<file path="config.mk">
export PLATFORM = sky130hd
export DESIGN_NAME = branch_pc_unit_flat
export DESIGN_NICKNAME = d
export VERILOG_FILES = /design/src/rtl/branch_pc_unit_if.sv /design/src/rtl/branch_pc_unit.sv /design/src/flat_wrapper.sv
export SDC_FILE = /design/constraint.sdc
export NUM_CORES = 1
export LEC_CHECK = 0
export BUFFER_PORTS_ARGS = -buffer_cell sky130_fd_sc_hd__buf_2
export CORE_ASPECT_RATIO = 1.1
export CORE_MARGIN = 2
export CORE_UTILIZATION = 56
export DETAILED_ROUTE_END_ITERATION = 7
export GPL_TIMING_DRIVEN = 0
export PLACE_DENSITY = 0.76
export RECOVER_POWER = 100
export SYNTH_ARGS = -nofsm -noshare
export SYNTH_HDL_FRONTEND = slang
export SYNTH_SLANG_ARGS = --single-unit
</file>
<file path="constraint.sdc">
create_clock -name clk -period 10.25 [get_ports clk]
set_input_delay 0.5125 -clock clk [delete_from_list [all_inputs] [get_ports clk]]
set_output_delay 0.5125 -clock clk [all_outputs]
set_load 0.02 [all_outputs]
</file>
<file path="src/rtl/branch_pc_unit_if.sv">
// branch_pc_unit_if: groups the control, compare, branch and LUT-write
// inputs and the fetch-address/status outputs of branch_pc_unit.
// master = instruction sequencer side, slave = branch_pc_unit itself.
interface branch_pc_unit_if #(
  parameter int PC_W = 10
);
  logic            start;
  logic            stall;
  logic            halt;
  logic            cmp_we;
  logic [7:0]      cmp_rslt;
  logic            br_en;
  logic [1:0]      br_cond;
  logic [4:0]      br_idx;
  logic            lut_we;
  logic [4:0]      lut_addr;
  logic [PC_W-1:0] lut_data;
  logic [PC_W-1:0] prog_ctr;
  logic [1:0]      flags;
  logic            taken;
  logic            running;
  logic            done;

  modport master (
    output start, stall, halt, cmp_we, cmp_rslt,
    output br_en, br_cond, br_idx,
    output lut_we, lut_addr, lut_data,
    input  prog_ctr, flags, taken, running, done
  );

  modport slave (
    input  start, stall, halt, cmp_we, cmp_rslt,
    input  br_en, br_cond, br_idx,
    input  lut_we, lut_addr, lut_data,
    output prog_ctr, flags, taken, running, done
  );
endinterface

</file>
<file path="src/rtl/branch_pc_unit.sv">
// branch_pc_unit: program-flow controller. Latches the ALU compare flags
// {ne, gt}, decodes branch conditions against them, and steps the fetch
// address. Jump targets come from a writable 32-entry LUT.
// Build option: define BR_RELATIVE_EN to treat LUT entries as signed
// PC-relative offsets instead of absolute target addresses.
module branch_pc_unit #(
  parameter int              PC_W       = 10,
  parameter logic [PC_W-1:0] START_ADDR = '0
) (
  input  logic             clk,
  input  logic             rst,
  branch_pc_unit_if.slave  bus
);

  typedef enum logic [1:0] {
    IDLE = 2'd0,
    RUN  = 2'd1,
    DONE = 2'd2
  } state_t;

  state_t          state_reg;
  logic [PC_W-1:0] pc_reg;
  logic [1:0]      flags_reg;
  logic            taken_reg;
  logic            running_reg;
  logic            done_reg;

  // Target LUT; cleared by reset, so it is built from flops, not block RAM.
  logic [PC_W-1:0] lut_mem [32];

  logic            cond_true;
  logic [PC_W-1:0] lut_rd;
  logic [PC_W-1:0] br_target;
  logic            unused_cmp_bits;

  // Only the two compare bits of the ALU result bus carry information.
  assign unused_cmp_bits = ^bus.cmp_rslt[7:2];

  // LUT write port: accepted in any FSM state and regardless of stall.
  always_ff @(posedge clk or posedge rst) begin
    if (rst) begin
      for (int i = 0; i < 32; i++) begin
        lut_mem[i] <= '0;
      end
    end else if (bus.lut_we) begin
      lut_mem[bus.lut_addr] <= bus.lut_data;
    end
  end

  // Combinational read: a same-cycle write to this index lands after the
  // edge, so the branch sees the previous entry.
  assign lut_rd = lut_mem[bus.br_idx];

`ifdef BR_RELATIVE_EN
  // Entry is a signed offset; wrap-around addition gives PC + offset mod 2^PC_W.
  assign br_target = pc_reg + lut_rd;
`else
  assign br_target = lut_rd;
`endif

  // Condition decode against the registered flags only (bitwise, no special
  // case for the unused 01 encoding).
  always_comb begin
    cond_true = 1'b0;
    unique case (bus.br_cond)
      2'b00: cond_true = 1'b1;
      2'b01: cond_true = ~flags_reg[1];
      2'b10: cond_true = flags_reg[1];
      2'b11: cond_true = flags_reg[0];
      default: cond_true = 1'b0;
    endcase
  end

  // Program-flow FSM with registered PC, flags and status outputs.
  always_ff @(posedge clk or posedge rst) begin
    if (rst) begin
      state_reg   <= IDLE;
      pc_reg      <= START_ADDR;
      flags_reg   <= 2'b00;
      taken_reg   <= 1'b0;
      running_reg <= 1'b0;
      done_reg    <= 1'b0;
    end else begin
      unique case (state_reg)
        IDLE: begin
          pc_reg    <= START_ADDR;
          taken_reg <= 1'b0;
          if (bus.start) begin
            state_reg   <= RUN;
            flags_reg   <= 2'b00;
            running_reg <= 1'b1;
            done_reg    <= 1'b0;
          end
        end

        RUN: begin
          // Stall freezes everything in RUN, including flag capture.
          if (!bus.stall) begin
            if (bus.cmp_we) begin
              flags_reg <= bus.cmp_rslt[1:0];
            end
            if (bus.halt) begin
              state_reg   <= DONE;
              taken_reg   <= 1'b0;
              running_reg <= 1'b0;
              done_reg    <= 1'b1;
            end else if (bus.br_en && cond_true) begin
              pc_reg    <= br_target;
              taken_reg <= 1'b1;
            end else begin
              pc_reg    <= pc_reg + 1'b1;
              taken_reg <= 1'b0;
            end
          end
        end

        DONE: begin
          if (bus.start) begin
            state_reg   <= RUN;
            pc_reg      <= START_ADDR;
            flags_reg   <= 2'b00;
            taken_reg   <= 1'b0;
            running_reg <= 1'b1;
            done_reg    <= 1'b0;
          end
        end

        default: begin
          state_reg   <= IDLE;
          pc_reg      <= START_ADDR;
          flags_reg   <= 2'b00;
          taken_reg   <= 1'b0;
          running_reg <= 1'b0;
          done_reg    <= 1'b0;
        end
      endcase
    end
  end

  assign bus.prog_ctr = pc_reg;
  assign bus.flags    = flags_reg;
  assign bus.taken    = taken_reg;
  assign bus.running  = running_reg;
  assign bus.done     = done_reg;

endmodule

</file>
<file path="src/flat_wrapper.sv">
// flat-port wrapper written by rule: the top's interface ports become plain ports
module branch_pc_unit_flat 
#(
  parameter int              PC_W       = 10,
  parameter logic [PC_W-1:0] START_ADDR = '0
)
  (clk, rst, bus_start, bus_stall, bus_halt, bus_cmp_we, bus_cmp_rslt, bus_br_en, bus_br_cond, bus_br_idx, bus_lut_we, bus_lut_addr, bus_lut_data, bus_prog_ctr, bus_flags, bus_taken, bus_running, bus_done);
  branch_pc_unit_if #(.PC_W(PC_W)) bus_i ();
  input  logic clk;
  input  logic rst;
  input wire logic [$bits(bus_i.start)-1:0] bus_start;
  input wire logic [$bits(bus_i.stall)-1:0] bus_stall;
  input wire logic [$bits(bus_i.halt)-1:0] bus_halt;
  input wire logic [$bits(bus_i.cmp_we)-1:0] bus_cmp_we;
  input wire logic [$bits(bus_i.cmp_rslt)-1:0] bus_cmp_rslt;
  input wire logic [$bits(bus_i.br_en)-1:0] bus_br_en;
  input wire logic [$bits(bus_i.br_cond)-1:0] bus_br_cond;
  input wire logic [$bits(bus_i.br_idx)-1:0] bus_br_idx;
  input wire logic [$bits(bus_i.lut_we)-1:0] bus_lut_we;
  input wire logic [$bits(bus_i.lut_addr)-1:0] bus_lut_addr;
  input wire logic [$bits(bus_i.lut_data)-1:0] bus_lut_data;
  output wire logic [$bits(bus_i.prog_ctr)-1:0] bus_prog_ctr;
  output wire logic [$bits(bus_i.flags)-1:0] bus_flags;
  output wire logic [$bits(bus_i.taken)-1:0] bus_taken;
  output wire logic [$bits(bus_i.running)-1:0] bus_running;
  output wire logic [$bits(bus_i.done)-1:0] bus_done;
  assign bus_i.start = bus_start;
  assign bus_i.stall = bus_stall;
  assign bus_i.halt = bus_halt;
  assign bus_i.cmp_we = bus_cmp_we;
  assign bus_i.cmp_rslt = bus_cmp_rslt;
  assign bus_i.br_en = bus_br_en;
  assign bus_i.br_cond = bus_br_cond;
  assign bus_i.br_idx = bus_br_idx;
  assign bus_i.lut_we = bus_lut_we;
  assign bus_i.lut_addr = bus_lut_addr;
  assign bus_i.lut_data = bus_lut_data;
  assign bus_prog_ctr = bus_i.prog_ctr;
  assign bus_flags = bus_i.flags;
  assign bus_taken = bus_i.taken;
  assign bus_running = bus_i.running;
  assign bus_done = bus_i.done;
  branch_pc_unit #(.PC_W(PC_W), .START_ADDR(START_ADDR)) u_core (.clk(clk), .rst(rst), .bus(bus_i));
endmodule
</file>
# After elaboration in Yosys (flattened, before gate mapping)
# Cells that the tools add are included.
classes:
  eq_ne: 11
  n_mux: 32
  addsub: 1
  n_reduce_logical: 9
  n_lt_le_gt_ge: 3
  n_bitwise: 3
ops:
  columns: ["op", "count"]
  rows:
  - ["bitwise mux 320 bit", 1]
  - ["2-to-1 mux 10 bit", 7]
  - ["binary-select mux 10 bit (select 5 bit)", 1]
  - ["demux 10 bit (select 5 bit)", 1]
  - ["one-hot mux 10 bit (2 select lines)", 1]
  - [">= comparator 6 bit, second input constant", 2]
  - ["2-to-1 mux 2 bit", 6]
  - ["NOT 5 -> 6 bit", 2]
  - ["adder 10 x 1 -> 10 bit, second input constant", 1]
  - ["!= test 2 bit, second input constant", 5]
  - ["2-to-1 mux 1 bit", 9]
  - ["AND reduction 3 bit", 3]
  - ["one-hot mux 2 bit (2 select lines)", 2]
  - ["equality test 2 bit, second input constant", 3]
  - ["< comparator 6 x 1 -> 1 bit, second input constant", 1]
  - ["one-hot mux 1 bit (2 select lines)", 3]
  - ["equality test 2 x 1 -> 1 bit, second input constant", 2]
  - ["zero test 2 bit", 2]
  - ["one-hot mux 1 bit (4 select lines)", 1]
  - ["logical AND 1 bit", 2]
  - ["!= test 2 x 1 -> 1 bit, second input constant", 1]
  - ["AND reduction 2 bit", 1]
  - ["OR reduction 2 bit", 1]
  - ["NOT 1 bit", 1]
word_totals:
  output_inout_bits: 15
  input_bits: 38
  register_bits: 337
  elab_cells: 97

# Longest topological paths before layout
# Gate-level depths: netlist (run 1).
depth:
  ltp_word: 8
  ltp_mapped: 9
  depth_no_buf: 5

# Least setup slack after synthesis (run 1)
# OpenSTA, ideal clock, no wires.
synth_timing:
  path_type: "input -> register"
  start: "input port bus_br_idx[0]"
  end: "register u_core.pc_reg[3] (netlist: u_core.bus.prog_ctr[3])"
  slack_ns: 8.008
  cell_stages: 7
  t_arrival_ns: 2.120
  t_required_ns: 10.128
  setup_ns: 0.122
  cell_sequence: "buf_6 -> buf_8 -> mux4_2 -> mux4_2 -> nand2_1 -> o2111ai_1 -> a32o_1"
synth_via:
  elab_chain_cells: 8
synth_rtl:
  columns: ["element", "line", "source"]
  rows:
  - ["from (decl)", "flat_wrapper.sv:18", "input wire logic [$bits(bus_i.br_idx)-1:0] bus_br_idx;"]
  - ["NOT 5 -> 6 bit (implied by the code)", "branch_pc_unit.sv:52", "assign lut_rd = lut_mem[bus.br_idx];"]
  - ["binary-select mux 10 bit (select 5 bit)", "branch_pc_unit.sv:52", null]
  - ["2-to-1 mux 10 bit (implied by the code) (2 in series)", "branch_pc_unit.sv:52", null]
  - ["2-to-1 mux 10 bit", "branch_pc_unit.sv:107", "end else if (bus.br_en && cond_true) begin"]
  - ["2-to-1 mux 10 bit", "branch_pc_unit.sv:102", "if (bus.halt) begin"]
  - ["2-to-1 mux 10 bit", "branch_pc_unit.sv:98", "if (!bus.stall) begin"]
  - ["one-hot mux 10 bit (2 select lines)", "branch_pc_unit.sv:84", "unique case (state_reg)"]
  - ["to (signal assigned)", "branch_pc_unit.sv:108", "pc_reg <= br_target;"]
  - ["to (signal assigned)", "branch_pc_unit.sv:111", "pc_reg <= pc_reg + 1'b1;"]
  - ["to (decl)", "branch_pc_unit.sv:22", "logic [PC_W-1:0] pc_reg;"]
# No other way between the ends. The select of a mux whose other input is x is not followed.
# A chain may end at the register's enable or synchronous reset.

==> flow_summary_export.csv, run 1 <==
group,metric,value,unit
yosys,synth-simple-area-share,4.04,%
clock_network,cts-resized-gates,0,
yosys,avgSynthCellArea,14.8,um^2
place,io_buffer_count,39,
power,power,3.57,mW
place,hpwl,27900,um
sta,post-route-period-util,41.0,%
yosys,synth_compound_area_share,3.15,%
place,gp_congestion,0.839,
global_route,antenna_found_initial,0,
global_route,grt_overflow,0,
yosys,netlist_area,15600,um^2
clock_network,root_buffer,"clkbuf_16",
yosys,synth_edf_count,0,
yosys,ys_ff_latch,337,
drt,vias,9773,
cells_and_area,regMostFlops,"u_core.lut_mem",
die,coreArea,27600,um^2
power,p_per_area,205,nW/um^2
clock_network,hold_buffers,0,
yosys,ys_warn_count,0,
critical_path,critPathSlowestCell,"clkinvlp_2",
drt,drc,0,
cells_and_area,instances_no_fill,1518,
cells_and_area,design_area,17400,um^2
critical_path,worstPathCellList,"buf_2 > clkinvlp_2",
yosys,synth_area_leaders,"dfrtp_1 54%, mux2_2 23%, mux4_2 8.5%",
sta,setup_violations,0,
yosys,ys_seq_area_share,54.0,%
clock_network,clockBufferDepth,3,
sta,fmax,238,MHz
cells_and_area,area_growth,11.5,%
place,pre_cts_ws,7070,ps
cells_and_area,utilization,63.0,%
global_route,first_global_vias,10200,
clock_network,cts_made_buffers,35,
sta,hold_ws,219,ps
yosys,synth_top_cells_by_count,"337 x dfrtp_1, 322 x mux2_2, 59 x mux4_2",
critical_path,r2r_setup_slack,7920,ps
cells_and_area,largest_reg_flops,320,
critical_path,worst-endpoint-required,9830,ps
die,num_io_pins,53,
cells_and_area,nets,1174,
yosys,synth_fa_ha_area_share,0.0801,%
power,p_leak,7.82,nW
yosys,synth_top_family_by_area,"multiplexers",
power,ir_worst_vdd,0.112,mV
clock_network,cts_tree,"yes",
critical_path,path_delay_family,"buffers and inverters",
sta,slew_viol_final,138,
critical_path,worstPathMaxFanout,126,
global_route,grt_use_total,29.9,%
clock_network,h-tree-depth,2,
flow_run,drv_cap,2,
cells_and_area,diodes,0,
yosys,synth_nets,1094,
critical_path,critPathBufInv,2,
drt,wire_per_inst,27.7,um
global_route,grt_pass1_wl,63700,um
critical_path,slowest_delay,3090,ps
critical_path,crit_path_end_kind,"asynchronous set/reset pin",
min_path,hold_path_class,"in -> reg",
yosys,synth_mux_area_share,36.2,%
drt,routed_via_density,6.44,
die,die_w,163,um
die,initial_core_util,56.5,%
drt,dr.pass1.iters,5,
sta,worst_pin_slew,5560,ps
yosys,synthArstFlopShare,100,%
clock_network,post-cts-setup-buffer-count,0,
yosys,synth_top_area_share,54.0,%
die,num_rows,64,
status,status,"finished, violations left",
critical_path,critical_path_class,"in -> async",
place,place_inst,1461,
sta,fin_ws,6050,ps
status,violations,"capacitance limit, slew limit",
sta,period_minus_slack,4200,ps
drt,drtAntennaViolNets,0,
yosys,yosysMostFrequentCell,"dfrtp_1",
sta,rsz0062_at_grt,"false",
sta,totalNegativeSetupSlack,0,ps
drt,drtIter0Drc,995,
yosys,synth.distinct_cells,57,
die,die-area,29200,um^2
drt,wl,42100,um
critical_path,startpoint_type,"input port",
clock_network,path_clk_slew,60,ps
sta,relSlewSlack,-273,%
clock_network,cts_sinks,337,
sta,finalClockSkew,25.6,ps
cells_and_area,drive_above_1_share,41.3,%
yosys,syn_inst,1055,
place,dpl_cell_area,16300,um^2
sta,timing_hold_violations_final,0,
yosys,synthFlopType,"dfrtp_1",
yosys,synth_xor_area_share,0.336,%
clock_network,insertion_delay,520,ps
yosys,synth_top_area_cell,"dfrtp_1",
die,die_h,179,um
global_route,grt_max_degree,135,
critical_path,crit_arrival,3790,ps
[area by class of cell]
cell class | instances | area (um^2)
Clock buffer | 54 | 1080
Buffer | 70 | 332
Multi-Input combinational cell | 644 | 6820
Inverter | 4 | 16.3
Tap cell | 363 | 454
Clock inverter | 3 | 42.5
Timing Repair Buffer | 43 | 236
Fill cell | 2083 | 10200
Sequential cell | 337 | 8430
[cells by family after synthesis]
| group | count (synthesis) |
|---|---|
| xor gates and xnor gates | 6 |
| buffers and inverters | 74 |
| AOI/OAI and AO/OA | 68 |
| and+or+nand+nor | 127 |
| muxes | 442 |
| adders and majority gates | 1 |
| DFF | 337 |
[per-layer routing]
metal | up-vias | track usage (%) | share of wire, %
li1 | 4088 | - | -
met1 | 5115 | 40.5 | 41
met2 | 442 | 47.2 | 47
met3 | 128 | 5.92 | 7.6
met4 | 0 | 13.5 | 4.6
met5 | - | 0 | 0
[path summary, 6_finish.rpt]
kind                       depth (start not counted)                                 end                       startpoint
min in group asynchronous                          2     u_core.lut_mem[251]$_DFFE_PP0P_                              rst
max                                                2      u_core.lut_mem[46]$_DFFE_PP0P_                              rst
max in group clk                                   7  u_core.bus.prog_ctr[6]$_DFFE_PP0P_                    bus_br_idx[2]
min reg2reg                                        1     u_core.lut_mem[277]$_DFFE_PP0P_  u_core.lut_mem[277]$_DFFE_PP0P_
max reg2reg                                        5  u_core.bus.prog_ctr[2]$_DFFE_PP0P_  u_core.bus.flags[0]$_DFFE_PP0P_
min                                                2     u_core.bus.flags[0]$_DFFE_PP0P_                  bus_cmp_rslt[0]
[layout by cell type (no fill, tap or decap), drive strengths merged, types with 4 or more instances in the layout]
cell type	count
nand2b	5
a32o	4
a22oi	5
nor2b	6
nand3	14
a22o	7
a21oi	5
mux4	64
mux2	323
dfrtp	337
mux2i	55
and3	5
buf	47
nor2	28
o21ai	17
a221oi	5
nand2	44
o22ai	5
nand3b	4
nor3b	4
clkbuf	120
nor3	5
[where the power goes]
| group | switching (mW) | leakage (nW) | internal [mW] |
|---|---|---|---|
| clock network | 0.511 | 0.548 | 0.746 |
| logic | 0.267 | 2.95 | 0.332 |
| registers | 0.133 | 4.32 | 1.59 |
| total | 0.911 | 7.82 | 2.66 |
Power figures use the tool's default switching activity.
==> run 2: changes to the inputs <==
Clock period 10.25 ns to 3.8 ns, I/O delays scaled along.
==> run 2 against run 1 <==
The flow still finishes with violations (capacitance limit, slew limit). Routed wire length is 0.76% lower. Combinational power grew to 2.7 times the previous value. Sequential cell count stayed put. Global-route usage is 0.39 points lower. Count of clock-buffer cells in the layout is 3 lower. Design area is 1.1% higher. Die area stayed put. Via count is 1.3% higher. Sequential power grew to 2.7 times the previous value.
==> flow_summary_export.csv, run 2 (same netlist as run 1, synthesis figures left out) <==
group,metric,value,unit
global_route,first_global_vias,10000,
sta,finalClockSkew,17.3,ps
die,die-area,29200,um^2
sta,setup_violations,0,
drt,drtIter0Drc,849,
min_path,hold_depth,2,
flow_run,drv_cap,4,
drt,drtAntennaViolNets,0,
cells_and_area,area_growth,12.7,%
drt,drc,0,
die,num_io_pins,53,
drt,dr.pass1.iters,5,
global_route,antenna_found_initial,0,
critical_path,worstPathCellList,"clkbuf_1 > clkbuf_1 > clkbuf_1 > mux2i_1 > o22ai_1 > a2111oi_0 > o21ai_1",
clock_network,h-tree-depth,2,
sta,timing_hold_violations_final,0,
clock_network,clockBufferDepth,3,
clock_network,cts_made_buffers,35,
place,hpwl,28200,um
critical_path,critPathSlowestCell,"clkbuf_1",
cells_and_area,utilization,63.7,%
die,die_w,163,um
power,clockPowerShare,34.5,%
sta,rsz0062_at_grt,"false",
status,violations,"capacitance limit, slew limit",
global_route,grt_max_degree,43,
critical_path,crit_top_cell,"clkbuf_1",
critical_path,r2r_setup_slack,1390,ps
critical_path,startpoint_type,"input port",
clock_network,cts_tree,"yes",
min_path,hold_path_class,"in -> reg",
cells_and_area,final_cell_mix,"337 x dfrtp_1, 321 x mux2_2, 76 x clkbuf_1, 59 x mux4_2, 55 x mux2i_1",
critical_path,worst-endpoint-required,4180,ps
cells_and_area,regMostFlops,"u_core.lut_mem",
min_path,hold_start,"bus_lut_data[0]",
global_route,grt.busiest_layer,"met2",
clock_network,cts-resized-gates,0,
drt,vias,9900,
critical_path,reg2reg_depth,5,
critical_path,crit_path_end_kind,"flip-flop",
global_route,use_met2,46.8,%
cells_and_area,drive_above_1_share,41.2,%
die,initial_core_util,56.5,%
clock_network,root_buffer,"clkbuf_16",
critical_path,path_delay_family,"buffers and inverters",
drt,wl,41700,um
clock_network,insertion_delay,520,ps
power,power,9.57,mW
cells_and_area,diodes,0,
die,coreArea,27600,um^2
die,num_rows,64,
global_route,grt_overflow,0,
global_route,met1_usage,39.8,%
global_route,grt_pass1_wl,62700,um
sta,slew_viol_final,67,
global_route,grt_use_total,29.6,%
critical_path,critPathBufInv,3,
critical_path,crit_arrival,3360,ps
power,switching_share,25.6,%
clock_network,path_clk_slew,60,ps
cells_and_area,largest_reg_flops,320,
power,intPower,7.12,mW
place,io_buffer_count,39,
global_route,met3_usage,6.50,%
clock_network,cts_sinks,337,
cells_and_area,final_common_cell,"dfrtp_1",
critical_path,worstPathMaxFanout,10,
power,power_frac_seq,48.4,%
sta,period_minus_slack,2970,ps
sta,relSlewSlack,-20.1,%
status,status,"finished, violations left",
critical_path,reg2reg_to,"u_core.bus.prog_ctr[2]$_DFFE_PP0P_",
drt,wire_per_inst,27.2,um
drt,routed_via_density,6.45,
power,ir_worst_vdd,0.339,mV
power,p_switching,2.45,mW
critical_path,critical_path_class,"in -> reg",
critical_path,slowest_delay,920,ps
power,p_per_area,544,nW/um^2
sta,fmax,336,MHz
power,combPwrFrac,17.1,%
die,die_h,179,um
sta,post-route-period-util,78.2,%
power,p_leak,7.91,nW
cells_and_area,nets,1192,
place,gp_congestion,0.848,
min_path,min_to,"u_core.lut_mem[30]$_DFFE_PP0P_",
sta,worst_pin_slew,1790,ps
critical_path,reg2reg_from,"u_core.bus.flags[0]$_DFFE_PP0P_",
cells_and_area,fillCellCount,2031,
-- run 2: power groups by stage --
stage,combinational (mW),sequential [mW],clock [mW]
after floorplan,1.21,4.59,0
after global placement,1.55,4.64,0
after detailed placement,1.62,4.68,0
after CTS,1.64,4.62,3.33
after global routing,1.76,4.70,3.48
final,1.64,4.63,3.30
-- run 2: repair_timing --
action,4_1_cts,5_1_grt
hold buffers,12,0
buffers inserted,0,0
setup endpoints to repair,0,0
endpoints found under the hold margin,50,0
-- run 2: worst max-delay path by stage --
stage / slack, ps / from / cells past startpoint / endpoint
floorplan: -890 / rst / 1 / u_core.bus.done$_DFFE_PP0P_
global placement: -2790 / rst / 2 / u_core.lut_mem[13]$_DFFE_PP0P_
detailed placement: 980 / bus_br_idx[2] / 8 / u_core.bus.prog_ctr[0]$_DFFE_PP0P_
CTS: 1440 / u_core.bus.flags[0]$_DFFE_PP0P_ / 5 / u_core.bus.prog_ctr[2]$_DFFE_PP0P_
global route: 690 / rst / 6 / u_core.lut_mem[109]$_DFFE_PP0P_
finish: 830 / bus_br_idx[2] / 7 / u_core.bus.prog_ctr[6]$_DFFE_PP0P_
-- run 2: metrics by stage --
stage	hold slack [ps]	std cells	TNS (ps)	setup WS, ps	cell area [um^2]
2_1_floorplan	330	1055	-301470	-895	15600
4_1_cts	6.49	1535	0	1440	17700
6_report	20.2	1536	0	827	17600
5_1_grt	33.6	1536	0	689	17600
3_5_place_dp	396	1466	0	982	16500
3_3_place_gp	426	1457	-929670	-2790	16300
-- run 2: final cells by class --
| cell class | instances | area [um^2] | share of cell area [%] |
|---|---|---|---|
| Inverter | 4 | 16.3 | 0.0924 |
| Clock buffer | 51 | 1030 | 5.85 |
| Sequential cell | 337 | 8430 | 47.9 |
| Tap cell | 363 | 454 | 2.58 |
| Multi-Input combinational cell | 644 | 6820 | 38.7 |
| Buffer | 70 | 332 | 1.88 |
| Timing Repair Buffer | 61 | 460 | 2.62 |
| Clock inverter | 6 | 55.1 | 0.313 |
-- run 2: layer usage --
layer / share of wire, % / wire length [um]
met5: 0 / 0
met4: 4.4 / 1830
met3: 7.2 / 3020
met2: 47 / 19600
met1: 41 / 17300
